--- src/rtl/mem_bus_arbiter.sv ---
// ---------------------------------------------------------------------------
// mem_bus_arbiter
//
// Shares the single memory port between the two snooping caches. One cache
// at a time owns the port, round-robin, for exactly one RD or WT
// transaction. The winning request is latched onto the memory port, and the
// memory completion pulse is routed back to the owner only. If memory never
// answers, a timeout guard releases the bus and flags timeoutErr.
//
// Ports
//   clk, reset                       clock, synchronous active-low reset
//   rwFromCacheN/addr../data..       request from cache N (IDEL/RD/WT)
//   readEnToCacheN/writeDoneToCacheN completion pulses to cache N
//   dataToCaches/addrToCaches        memory read data/address pass-through
//   rwToMem/addrToMem/dataToMem      registered memory command
//   readEnFromMem/writeDoneFromMem   memory completion pulses
//   dataFromMem/addrFromMem          memory read data/address
//   grant                            one-hot owner (bit0 cache0, bit1 cache1)
//   timeoutErr                       one-cycle pulse on forced release
// ---------------------------------------------------------------------------
module mem_bus_arbiter #(
    parameter int ADDRWIDTH    = 16,
    parameter int WORDWIDTH    = 32,
    parameter int IOSTATEWIDTH = 2,
    parameter int TIMEOUT      = 64
) (
    input  logic                    clk,
    input  logic                    reset,
    input  logic [IOSTATEWIDTH-1:0] rwFromCache0,
    input  logic [ADDRWIDTH-1:0]    addrFromCache0,
    input  logic [WORDWIDTH-1:0]    dataFromCache0,
    input  logic [IOSTATEWIDTH-1:0] rwFromCache1,
    input  logic [ADDRWIDTH-1:0]    addrFromCache1,
    input  logic [WORDWIDTH-1:0]    dataFromCache1,
    output logic                    readEnToCache0,
    output logic                    writeDoneToCache0,
    output logic                    readEnToCache1,
    output logic                    writeDoneToCache1,
    output logic [WORDWIDTH-1:0]    dataToCaches,
    output logic [ADDRWIDTH-1:0]    addrToCaches,
    output logic [IOSTATEWIDTH-1:0] rwToMem,
    output logic [ADDRWIDTH-1:0]    addrToMem,
    output logic [WORDWIDTH-1:0]    dataToMem,
    input  logic                    readEnFromMem,
    input  logic                    writeDoneFromMem,
    input  logic [WORDWIDTH-1:0]    dataFromMem,
    input  logic [ADDRWIDTH-1:0]    addrFromMem,
    output logic [1:0]              grant,
    output logic                    timeoutErr
);

    localparam logic [IOSTATEWIDTH-1:0] IDEL = IOSTATEWIDTH'(0);
    localparam logic [IOSTATEWIDTH-1:0] RD   = IOSTATEWIDTH'(1);
    localparam logic [IOSTATEWIDTH-1:0] WT   = IOSTATEWIDTH'(2);
    localparam logic [7:0]              LASTCOUNT = 8'(TIMEOUT - 1);

    typedef enum logic {IDLE, BUSY} arbState;

    arbState state;
    logic [7:0] cnt;
    logic lastGrant;

    logic req0, req1, pickCache1;
    logic busy, latchedRd, latchedWt, done;
    logic [IOSTATEWIDTH-1:0] ownerRw;
    logic ownerReq, abort, expired, forward;

    // Request decode and arbitration. The illegal code 2'd3 never counts as
    // a request. Cache1 wins when it is alone, or when both ask and cache0
    // was the previous owner (lastGrant holds the index of the last winner).
    always_comb begin
        req0       = (rwFromCache0 == RD) || (rwFromCache0 == WT);
        req1       = (rwFromCache1 == RD) || (rwFromCache1 == WT);
        pickCache1 = req1 && (!req0 || !lastGrant);
    end

    // Transaction end conditions while BUSY. Only a completion matching the
    // latched command counts as done. An owner that withdraws its request
    // aborts the transaction, and the timeout only fires when neither of the
    // other two ends happened in the same cycle, so a late done still wins.
    always_comb begin
        busy      = (state == BUSY);
        latchedRd = (rwToMem == RD);
        latchedWt = (rwToMem == WT);
        done      = busy && ((latchedRd && readEnFromMem) || (latchedWt && writeDoneFromMem));
        ownerRw   = grant[1] ? rwFromCache1 : rwFromCache0;
        ownerReq  = (ownerRw == RD) || (ownerRw == WT);
        abort     = busy && !done && !ownerReq;
        expired   = busy && !done && !abort && (cnt == LASTCOUNT);
        forward   = done && reset;
    end

    // Completion pulses go to the owner in the same cycle memory answers;
    // they are held off while reset is low so an in-flight transaction is
    // silently dropped. Read data and address are shared pass-throughs.
    assign readEnToCache0    = forward && grant[0] && latchedRd;
    assign writeDoneToCache0 = forward && grant[0] && latchedWt;
    assign readEnToCache1    = forward && grant[1] && latchedRd;
    assign writeDoneToCache1 = forward && grant[1] && latchedWt;
    assign dataToCaches      = dataFromMem;
    assign addrToCaches      = addrFromMem;

    // Arbiter state machine with registered memory port. IDLE always lasts
    // at least one cycle, which gives rwToMem an IDEL gap between
    // transactions and lets round-robin hand the bus to the other cache.
    always_ff @(posedge clk) begin
        if (!reset) begin
            state      <= IDLE;
            grant      <= 2'b00;
            rwToMem    <= IDEL;
            addrToMem  <= '0;
            dataToMem  <= '0;
            timeoutErr <= 1'b0;
            cnt        <= 8'd0;
            lastGrant  <= 1'b1;
        end else begin
            timeoutErr <= 1'b0;
            case (state)
                IDLE: begin
                    if (req0 || req1) begin
                        state <= BUSY;
                        cnt   <= 8'd0;
                        if (pickCache1) begin
                            grant     <= 2'b10;
                            lastGrant <= 1'b1;
                            rwToMem   <= rwFromCache1;
                            addrToMem <= addrFromCache1;
                            dataToMem <= dataFromCache1;
                        end else begin
                            grant     <= 2'b01;
                            lastGrant <= 1'b0;
                            rwToMem   <= rwFromCache0;
                            addrToMem <= addrFromCache0;
                            dataToMem <= dataFromCache0;
                        end
                    end
                end
                BUSY: begin
                    if (done || abort || expired) begin
                        state      <= IDLE;
                        grant      <= 2'b00;
                        rwToMem    <= IDEL;
                        timeoutErr <= expired;
                    end else begin
                        cnt <= cnt + 8'd1;
                    end
                end
            endcase
        end
    end

endmodule
--- config.mk ---
export PLATFORM = sky130hd
export DESIGN_NAME = mem_bus_arbiter
export DESIGN_NICKNAME = d
export VERILOG_FILES = /design/src/rtl/mem_bus_arbiter.sv
export SDC_FILE = /design/constraint.sdc
export NUM_CORES = 1
export LEC_CHECK = 0
export ABC_AREA = 0
export BUFFER_PORTS_ARGS = -buffer_cell sky130_fd_sc_hd__buf_2
export CAP_MARGIN = 5
export CORE_ASPECT_RATIO = 1.2
export CORE_MARGIN = 5
export CORE_UTILIZATION = 36
export CTS_CLUSTER_SIZE = 20
export DETAILED_ROUTE_END_ITERATION = 6
export PLACE_DENSITY = 0.78
export SLEW_MARGIN = 20
export SYNTH_ARGS = -nofsm -noshare
export SYNTH_HDL_FRONTEND = slang
export SYNTH_SLANG_ARGS = --single-unit
--- constraint.sdc ---
create_clock -name clk -period 1.53 [get_ports clk]
set_input_delay 0.2295 -clock clk [delete_from_list [all_inputs] [get_ports clk]]
set_output_delay 0.2295 -clock clk [all_outputs]
set_load 0.01 [all_outputs]
; ---- After elaboration in Yosys (flattened, before gate mapping)
; Index checks and enable logic that the tools add are counted.
[totals]
regBits = 63
latchBits = 0
mem_bits_rw = 0
rom_bits = 0
input_bits = 152
output_inout_bits = 105
elab_cells = 71
mem_count = 0
[classes]
n_addsub = 1
multipliers = 0
div = 0
magnitude_cmp = 0
eq_ne = 12
shifts = 0
n_mux = 17
bitwise_logic = 1
reduce_logical = 32
[op_table]
columns = op, count
row1 = two-way mux 32 bit, 1
row2 = two-way mux 16 bit, 1
row3 = two-way mux 8 bit, 2
row4 = case mux 8 bit (2 select lines), 1
row5 = logical AND 1 bit, 15
row6 = two-way mux 2 bit, 6
row7 = "adder 8 x 1 -> 8 bit, second input constant", 1
row8 = "equality test 2 x 1 -> 1 bit, second input constant", 4
row9 = "equality test 2 bit, second input constant", 4
row10 = "equality test 8 x 6 -> 1 bit, second input constant", 1
row11 = logical OR 1 bit, 8
row12 = case mux 2 bit (2 select lines), 2
row13 = AND reduction 2 bit, 3
row14 = zero test 1 bit, 5
row15 = "inequality test 2 bit, second input constant", 2
row16 = two-way mux 1 bit, 3
row17 = AND reduction 3 bit, 1
row18 = "inequality test 2 x 1 -> 1 bit, second input constant", 1
row19 = case mux 1 bit (2 select lines), 1
row20 = inverter 1 bit, 1

; ---- Depth between registers and ports, before layout
[logic_depth]
ltp_word = 13
mapped_depth = 6
mapped_depth_nobuf = 6

; ---- Worst setup path before layout
; No wires, ideal clock.
[synth_path]
path_type = register -> register
start = register rwToMem[0]
end = register cnt[3]
setup_time_ps = 92
arrival_ps = 1604
t_required_ps = 1438
setup_slack_ps = -166
path_stages_with_launch = 7
n_path_buf = 2
period_less_slack_ps = 1696
cell_sequence = dfxtp_1 -> nand3b_1 -> and2_1 -> clkbuf_1 -> or3b_1 -> buf_6 -> o311ai_4
[synth_between]
elab_chain_cells = 13
elab_cells_between_ends = 16
classes_between = eq/ne (3) / reduce/logical (13)
[synth_rtl]
columns = item, line_no
row1 = "start, declared", 41  ; output logic [IOSTATEWIDTH-1:0] rwToMem,
row2 = "start signal, assigned", 126  ; rwToMem <= rwFromCache1;
row3 = "start signal, assigned", 132  ; rwToMem <= rwFromCache0;
row4 = equality test 2 x 1 -> 1 bit / equality test 2 bit (equally long branches), "83, 84"
row5 = logical AND 1 bit, 85  ; done = busy && ((latchedRd && readEnFromMem) || (latchedWt && writeDoneFromMem));
row6 = logical OR 1 bit *, 85
row7 = logical AND 1 bit *, 85
row8 = zero test 1 bit, "88, 89"
row9 = logical AND 1 bit, "88, 89"
row10 = logical AND 1 bit, 88  ; abort = busy && !done && !ownerReq;
row11 = zero test 1 bit, 89  ; expired = busy && !done && !abort && (cnt == LASTCOUNT);
row12 = logical AND 1 bit (2 in series), 89
row13 = logical OR 1 bit *, 139  ; if (done || abort || expired) begin
row14 = inequality test 2 bit (no line) *, -
row15 = AND reduction 2 bit (no line) *, -
row16 = "end signal, assigned", 145  ; cnt <= cnt + 8'd1;
row17 = "end, declared", 60  ; logic [7:0] cnt;
; Mark *: on every way between the ends. The rest lies on a longest branch, timed or not.
; A chain may end at the register's enable or synchronous reset.

; ---- Final worst setup path
[layout_path]
start = register cnt[0]
end = register grant[1]
[layout_between]
elab_chain_cells = 5
[layout_rtl]
columns = item, line_no
row1 = equality test 8 x 6 -> 1 bit, 89
row2 = logical AND 1 bit, 89
row3 = logical OR 1 bit, 139
row4 = inequality test 2 x 1 -> 1 bit (no line), -
row5 = AND reduction 2 bit (no line), -
row6 = "end signal, assigned", 109  ; grant <= 2'b00;
row7 = "end signal, assigned", 130  ; grant <= 2'b01;
row8 = "end signal, assigned", 141  ; grant <= 2'b00;
row9 = "end, declared", 48  ; output logic [1:0] grant,
; Every way passes these cells.

==> results.py <==
metrics = {
    "routing": {
        "routed_wl_um": 9080,
        "drc": 0,
        "drt_iter0_drc": 100,
        "wire_per_inst_um": 14.67,
        "drtAntennaViolNets": 0,
        "drt-pass1-iter-count": 4,
        "vias": 3128,
        "viasPerCell": 5.053,
    },
    "critical_path": {
        "endpoint_kind": "flop",
        "cp.required_ns": 1.76,
        "r2r_end": "grant[1]$_SDFFE_PN0P_",
        "rrSetupSlack_ns": -0.06,
        "r2r-start": "cnt[0]$_SDFFE_PN0P_",
        "critPathLaunchType": "flop",
        "r2r_cells": 6,
        "critPathArrivalTime_ns": 1.82,
        "crit_path_max_fanout": 4,
        "crit_type": "reg -> reg",
    },
    "sta": {
        "slew_headroom": 0.7074,
        "rsz0062_at_grt": "true",
        "finalCriticalPeriod_ns": 1.590,
        "drv_slew": 0,
        "tightest_slew_ns": 0.4358,
        "finalCritPeriodShare": 1.039,
        "max_freq_mhz": 629.0,
        "finalHoldViolations": 0,
        "skew_ns": 0.004912,
        "finalWorstSetupSlack_ns": -0.05979,
        "finalSetupViolCount": 5,
    },
    "placement": {
        "gp_congestion": 0.8688,
        "placed_area_um2": 4000,
        "dp_hpwl_um": 6968,
        "dp.cells": 598,
        "dpl_worst_slack_ns": -0.2244,
        "port_buffers": 160,
    },
    "status": {
        "status": "complete, but fails checks",
        "violations": "setup timing",
    },
    "grt": {
        "grt_pass1_vias": 3122,
        "grt_use_total": 0.1546,
        "antenna_found_initial": 0,
        "grt_max_degree": 85,
        "grt-ovfl-total": 0,
        "grt_pass1_wl_um": 14040,
    },
    "hold_path": {
        "min_path_type": "in -> reg",
        "worstHoldStart": "dataFromCache0[8]",
        "min_delay_path_depth": 3,
        "holdPathEnd": "dataToMem[8]$_SDFFE_PN0P_",
    },
    "finish": {
        "area_delta_synth_final_pct": 33.15,
        "design_area_um2": 4322,
        "drive_gt1_frac": 0.4729,
        "fin_cells": 619,
        "fin_nets": 649,
        "n_antenna_cell": 0,
    },
    "yosys": {
        "synthFlopType": "dfxtp_1",
        "synth-seq-area-share": 0.3886,
        "synth_warnings": 0,
        "synth.area.top_cells": "dfxtp_1 39%, mux2i_1 15%, buf_4 11%, a21oi_1 8.2%, o21ai_0 7.6%",
        "synth_top_area_cell": "dfxtp_1",
        "ys_types": 39,
        "yosys_register_bits": 63,
        "netlist_instances": 363,
        "syn_area_um2": 3246,
        "synth_top_area_share": 0.3886,
        "syn_area_per_cell_um2": 8.941,
        "synth_nets": 516,
        "async_reset_ff_frac": 0,
        "synth_edf_count": 0,
    },
    "pwr": {
        "ir_drop_uv": 570.0,
        "power.density_nw_per_um2": 1054,
        "leakage_uw": 0.002011,
        "total_power_uw": 4556,
    },
    "die": {
        "design.die.area_um2": 11020,
        "pin_count": 257,
        "die_w_um": 96.68,
        "core.rowCount": 38,
        "initial_core_util": 0.3631,
        "die_height_um": 114.0,
        "core_area_um2": 8939,
    },
    "clock_network": {
        "cts_sinks": 63,
        "holdBufCountCts": 0,
        "cts_buffers": 9,
        "cts_tree": "yes",
        "clk-insertion-delay-late_ns": 0.34,
        "root_buffer": "clkbuf_8",
        "htreeDepth": 3,
        "clkTransAtPathRegs_ns": 0.07,
        "cts_buffer_depth": 2,
    },
    "run": {
        "maxCapViolations": 0,
    },
}
## registers in the layout, summed over array words and instances, names as in the netlist
signal and count:
timeoutErr 1, busy 1, dataToMem 32, rwToMem 2, cnt 8, lastGrant 1
addrToMem 16, grant 2
## cell usage in the layout (no fill, tap or decap), drive strengths merged, types with 2 or more instances in the layout
master and n:
a21oi 53, a22o 2, a31oi 2, and2 3
and3 3, buf 196, clkbuf 13, dfxtp 63
inv 4, mux2i 50, nand2 13, nand3 7
nand3b 2, nor2 4, nor3 4, o211ai 4
o21ai 50, o22ai 3, o2bb2ai 3, o311ai 2
o31ai 2, or3b 2, xnor2 2
## layout make-up
| class | instances | area (um^2) |
|---|---|---|
| clock buffer | 13 | 158.9 |
| clock inverter | 1 | 5.005 |
| fill | 864 | 4617 |
| inverter | 4 | 15.01 |
| multi-input combinational | 222 | 1607 |
| sequential | 63 | 1270 |
| tap | 120 | 150.1 |
| timing repair buffer | 196 | 1116 |
## power breakdown
part	switching, uW	internal [uW]
logic	721	621
registers	108	1850
clock network	594	657
total	1420	3130
## critical path, stage by stage (launching register included)
cell and delay [ns]:
dfxtp_2 0.35, ha_4 0.15, nand3_2 0.09, o211ai_1 0.38, o21ai_1 0.11, and3_4 0.20
a32o_1 0.21
## timing repair
action	4_1_cts	5_1_grt
setup buffers	4	3
gates cloned	0	0
endpoints found under the setup margin	16	15
hold endpoints to repair	0	0
gates resized for setup	13	11
pin swaps	4	6
## stage by stage
step	TNS [ns]	hold slack, ns	util
6_report	-0.1783	0.1771	0.4835
3_5_place_dp	-2.443	0.4591	0.4475
2_1_floorplan	-0.03235	0.4046	-
4_1_cts	-0.06733	0.1598	0.4747
5_1_grt	-0.8528	0.1794	0.4835
3_3_place_gp	-0.8201	0.4589	0.4475
## cells by family after synthesis
family | Yosys count | share of synthesized area
buffers and inverters | 78 | 0.1515
XOR/XNOR | 3 | 0.008097
adder cells (fa/ha/maj) | 1 | 0.003854
flip-flops | 63 | 0.3886
multiplexers | 51 | 0.1577
AO/OA/AOI/OAI | 123 | 0.2174
AND/OR/NAND/NOR | 44 | 0.07286
## synthesized netlist by cell type (2+ instances only)
cell	number
a22o_1	2
o2bb2ai_1	3
and3_1	3
nand3_1	7
a31oi_1	2
o31ai_2	2
inv_1	4
o211ai_1	4
and2_1	3
o21ai_0	49
o22ai_1	3
nand3b_1	2
xnor2_1	2
a21oi_1	53
buf_4	48
clkbuf_1	16
buf_2	9
dfxtp_1	63
nand2_1	13
nor2_1	4
nor3_1	4
mux2i_1	50
## per-layer routing
metal	up-vias	global-route usage	routed length, um
met2	124	0.2882	4934
met1	1458	0.1583	3289
li1	1519	-	-
met3	27	0.04404	639
met4	0	0.07491	216
met5	-	0	0
## how the worst max path moves through the flow
| stage | startpoint | endpoint | slack (ns) | depth (start not counted) |
|---|---|---|---|---|
| floorplan | rwToMem[1]$_SDFFE_PN0P_ | cnt[2]$_SDFFE_PN0P_ | -0.02 | 6 |
| global placement | rwFromCache0[0] | cnt[2]$_SDFFE_PN0P_ | -0.16 | 5 |
| detailed placement | rwFromCache0[1] | cnt[2]$_SDFFE_PN0P_ | -0.22 | 5 |
| CTS | cnt[0]$_SDFFE_PN0P_ | grant[1]$_SDFFE_PN0P_ | -0.03 | 6 |
| global route | rwToMem[0]$_SDFFE_PN0P_ | writeDoneToCache1 | -0.12 | 4 |
| finish | cnt[0]$_SDFFE_PN0P_ | grant[1]$_SDFFE_PN0P_ | -0.06 | 6 |
Note: power is estimated with default switching activity, not from simulation.
